**src/rtl/queue_reg.sv**
```systemverilog
// queue_reg: show-ahead register FIFO with count, full/empty and sticky overflow/underflow flags
module queue_reg #(
    parameter int WIDTH = 16,
    parameter int DEPTH = 4,
    parameter int CW    = $clog2(DEPTH) + 1
) (
    input  logic             sysclk,
    input  logic             sysreset,
    input  logic [WIDTH-1:0] data_in,
    input  logic             load,
    input  logic             read,
    input  logic             clear,
    output logic [15:0]      data_out,
    output logic [CW-1:0]    count,
    output logic             empty,
    output logic             full,
    output logic             overflow,
    output logic             underflow
);
    localparam int AW = $clog2(DEPTH);
    logic [WIDTH-1:0] mem_q [DEPTH];
    logic [AW-1:0]    wr_ptr_q, wr_ptr_d, rd_ptr_q, rd_ptr_d;
    logic [CW-1:0]    count_q, count_d;
    logic             ovf_q, ovf_d, udf_q, udf_d;
    logic             push, pop;
    // A full queue still takes a push when the same edge frees a slot
    always_comb begin
        pop      = read && !empty;
        push     = load && (!full || pop);
        wr_ptr_d = push ? wr_ptr_q + AW'(1) : wr_ptr_q;
        rd_ptr_d = pop ? rd_ptr_q + AW'(1) : rd_ptr_q;
        count_d  = count_q + CW'(push) - CW'(pop);
        ovf_d    = ovf_q || (load && full && !read);
        udf_d    = udf_q || (read && empty);
    end
    // Storage is never reset; the pointers alone define which entries are valid
    always_ff @(posedge sysclk) begin
        if (push && !clear && !sysreset) mem_q[wr_ptr_q] <= data_in;
    end
    // Control state: reset beats clear, clear beats traffic
    always_ff @(posedge sysclk) begin
        if (sysreset || clear) begin
            wr_ptr_q <= '0;
            rd_ptr_q <= '0;
            count_q  <= '0;
            ovf_q    <= 1'b0;
            udf_q    <= 1'b0;
        end else begin
            wr_ptr_q <= wr_ptr_d;
            rd_ptr_q <= rd_ptr_d;
            count_q  <= count_d;
            ovf_q    <= ovf_d;
            udf_q    <= udf_d;
        end
    end
    assign empty     = count_q == '0;
    assign full      = count_q == CW'(DEPTH);
    assign count     = count_q;
    assign overflow  = ovf_q;
    assign underflow = udf_q;
    assign data_out  = empty ? 16'h0000 : 16'(mem_q[rd_ptr_q]);
endmodule

```
**config.mk**
```make
export PLATFORM = sky130hd
export DESIGN_NAME = queue_reg
export DESIGN_NICKNAME = d
export VERILOG_FILES = /design/src/rtl/queue_reg.sv
export SDC_FILE = /design/constraint.sdc
export NUM_CORES = 1
export LEC_CHECK = 0
export CELL_PAD_IN_SITES_DETAIL_PLACEMENT = 1
export CELL_PAD_IN_SITES_GLOBAL_PLACEMENT = 1
export CORE_MARGIN = 4
export CORE_UTILIZATION = 48
export CTS_BUF_LIST = sky130_fd_sc_hd__clkbuf_4
export CTS_CLUSTER_SIZE = 8
export DETAILED_ROUTE_END_ITERATION = 10
export PLACE_DENSITY_LB_ADDON = 0.1
export SLEW_MARGIN = 10
export SYNTH_ARGS = -nofsm -noshare
export SYNTH_HDL_FRONTEND = slang
export SYNTH_SLANG_ARGS = --single-unit
export TNS_END_PERCENT = 100
```
**constraint.sdc**
```tcl
create_clock -name sysclk -period 3.4 [get_ports sysclk]
set_input_delay 1.02 -clock sysclk [delete_from_list [all_inputs] [get_ports sysclk]]
set_output_delay 1.02 -clock sysclk [all_outputs]
set_load 0.01 [all_outputs]
```
==> summary.txt <==
Max Buffers Root-to-Sink - 2
Register area share after synthesis - 68.9%
Area grow syn2layout - 20.5%
Max_slew headroom - 42.0%
Initial DRC Count - 58
Crit. End Element - primary output
Crit-path max FO - 16
Core area - 6310 um2
Die area - 7830 um2
Post-DP HPWL - 3.84 mm
Fmax - 311 MHz
Worst-case reg-to-reg path depth - 8
Largest family of logic cells by synthesized area - multiplexers
Vias/cell - 5.27
Multiplexer area fraction after synthesis - 12.3%
RSZ-0062 raised after global routing - no
GR Util All Layers - 16.5%
Final setup violating endpoints - 0
Routed len/inst - 19.7 um
Layout cell share with drive strength beyond 1 - 19.8%
Mapped Nets - 190
# IOs - 44
Chip height - 88.5 um
Synthesized instance count - 163
Synth Area in Compound Gates - 1.69%
Adder-cell share of the synthesized area - 2.66%
Crit path kind - reg2out
ANT nets after route - 0
Clock tree sinks - 75
Die Wd - 88.5 um
Syn_area_per_cell - 19.1 um2
CTS Hold Bufs - 0
Async set-reset flop share out of synthesis - 0%
Pleak - 1.25 nW
Worst Hold Depth - 2
Pwr Density - 479 nW/um2
Clock root buffer master - clkbuf_4
Net total in the final layout - 240
Final Cycle Share - 94.7%
Simple-gate share of the synthesized area - 10.3%
Seq cells post-synth - 75
IO buf count - 43
CTS clk-pin slew, worst paths - 120 ps
Largest net degree at the start of global routing - 21
Max Cap Viol - 0
Period minus WS final - 3220 ps
Clk_skew - 18.0 ps
Share of the synthesized area in the top cell type - 61.8%
Post-synth top area cell - edfxtp_1
Crit path launch type - flop
TritonCTS Buffers - 9
Req. time, crit path - 2380 ps
Global route overflow - 0
Diodes inserted - 0
FP Rows - 29
Area of the mapped netlist - 3110 um2
First-pass GRT wire length - 9.28 mm
HP Class - reg2reg
Xor and xnor area share after synthesis - 0.845%
Antenna violations before repair - 0
Worst EP arrival - 2200 ps
Status - completed
Vias in the first global route - 1,820
Final hold vios - 0
Top post-synthesis cells by area - edfxtp_1 (62%), mux4_2 (7.2%), dfxtp_1 (7.1%)
Main synth FF type - edfxtp_1
Number of synthesized flops with an enable pin - 64
Tot Pwr - 1.79 mW
DRC errors left - 0
Drt total wl - 5.78 mm
GP Congestion - 0.798
Yosys warnings - 0
Slew at the pin with the worst max-slew slack - 870 ps
Skew-Pair Late Insertion Delay - 400 ps
Maximum vdd drop - 0.259 mV
Vias - 1,550
1st-pass router iterations - 4
Initial core utilization - 49.2%
CTS tree - built
Netlist cell types - 33
Final-report max-slew violation count - 0
H-tree depth - 3
Final TNS setup - 0 ps
-- cell usage after synthesis (all sizes together), types with 2 or more instances --
cell type  instances
inv                5
and2               2
ha                 5
nand2              2
clkbuf             2
nor2               7
o21ai              3
dfxtp             11
xnor2              2
a21oi              4
and3               4
mux4              16
nor2b             16
buf                6
edfxtp            64
nand3              3
-- cell usage in the layout (no fill, tap or decap) --
cell type / netlist / routed
a21oi_1: 3 / 3
a21oi_2: 1 / 1
a31oi_1: 1 / 1
and2_1: 2 / 2
and3_1: 4 / 4
buf_4: 0 / 3
buf_6: 2 / 1
bufinv_16: 0 / 2
clkbuf_4: 1 / 10
clkdlybuf4s50_1: 0 / 43
clkinv_2: 0 / 2
clkinv_4: 0 / 1
dfxtp_1: 11 / 11
edfxtp_1: 64 / 64
fa_1: 1 / 1
ha_1: 5 / 5
inv_1: 5 / 5
mux4_1: 6 / 6
mux4_2: 10 / 10
nand2_1: 2 / 2
nand2b_1: 1 / 1
nand3_1: 3 / 3
nor2_1: 7 / 7
nor2b_1: 6 / 6
nor2b_4: 10 / 10
nor3_4: 0 / 1
nor3b_1: 1 / 1
nor4b_1: 1 / 1
o21ai_0: 3 / 3
o31ai_1: 1 / 1
or2_2: 1 / 1
or3_1: 1 / 1
or4b_4: 1 / 1
xnor2_1: 2 / 2
xor2_1: 1 / 1
-- layout make-up --
| class | instances | area, um2 |
|---|---|---|
| Fill cell | 577 | 2570 |
| Sequential cell | 75 | 2140 |
| Multi-Input combinational cell | 75 | 871 |
| Timing Repair Buffer | 47 | 464 |
| Tap cell | 77 | 96.3 |
| Clock inverter | 5 | 78.8 |
| Clock buffer | 10 | 75.1 |
| Inverter | 5 | 18.8 |
-- logic make-up (layout without fill, tap and decap cells) --
logic type,count (synthesis),after routing
XOR/XNOR,3,3
buffers and inverters,13,67
AND/OR/NAND/NOR,41,41
AO/OA/AOI/OAI,9,9
flip-flops,75,75
adder cells (fa/ha/maj),6,6
multiplexers,16,16
-- report_power, final --
group / leakage, nW / internal, mW / switching (mW)
Combinational: 0.500 / 0.0973 / 0.0847
Sequential: 0.667 / 1.01 / 0.00870
Clock: 0.0862 / 0.302 / 0.291
Total: 1.25 / 1.41 / 0.385
-- registers in the layout (all words and copies together), names as in the netlist, named ones only --
register / count
count: 3
rd_ptr_q: 2
mem_q: 64
wr_ptr_q: 2
underflow: 1
overflow: 1
-- critical path, cell delays in order, from the launching register on --
cell,delay [ps]
dfxtp_1,350
buf_6,240
mux4_1,570
nor2b_1,150
clkdlybuf4s50_1,510
-- worst paths after layout --
path	startpoint	end	slack (ps)
max	flop	data_out[3]	180
min	rd_ptr_q[1]	flop	480
max reg2reg	count[1]	count[2]	1140
min reg2reg	rd_ptr_q[1]	flop	480
-- metal layers --
layer / wire length [um] / track usage [%] / up-vias
met5: 0 / 0 / -
met3: 171 / 3.07 / 6
met2: 3170 / 29.6 / 28
met4: 75 / 7.01 / 0
met1: 2360 / 19.4 / 785
li1: - / - / 731
-- through the flow --
stage	hold slack (ps)	setup WS (ps)	area, um2	cells	utilization [%]
global placement	469	266	3590	279	56.8
finish	477	180	3750	294	59.3
detailed placement	475	205	3590	279	56.8
global route	528	22.8	3750	294	59.3
floorplan	459	744	3110	163	-
CTS	488	63.4	3740	294	59.3
-- what timing repair did --
| item | in CTS | in global routing |
|---|---|---|
| buffers inserted | 0 | 0 |
| gates resized for setup | 0 | 1 |
| setup endpoints to repair | 0 | 4 |
No activity file was read; power rests on OpenSTA's default activity.
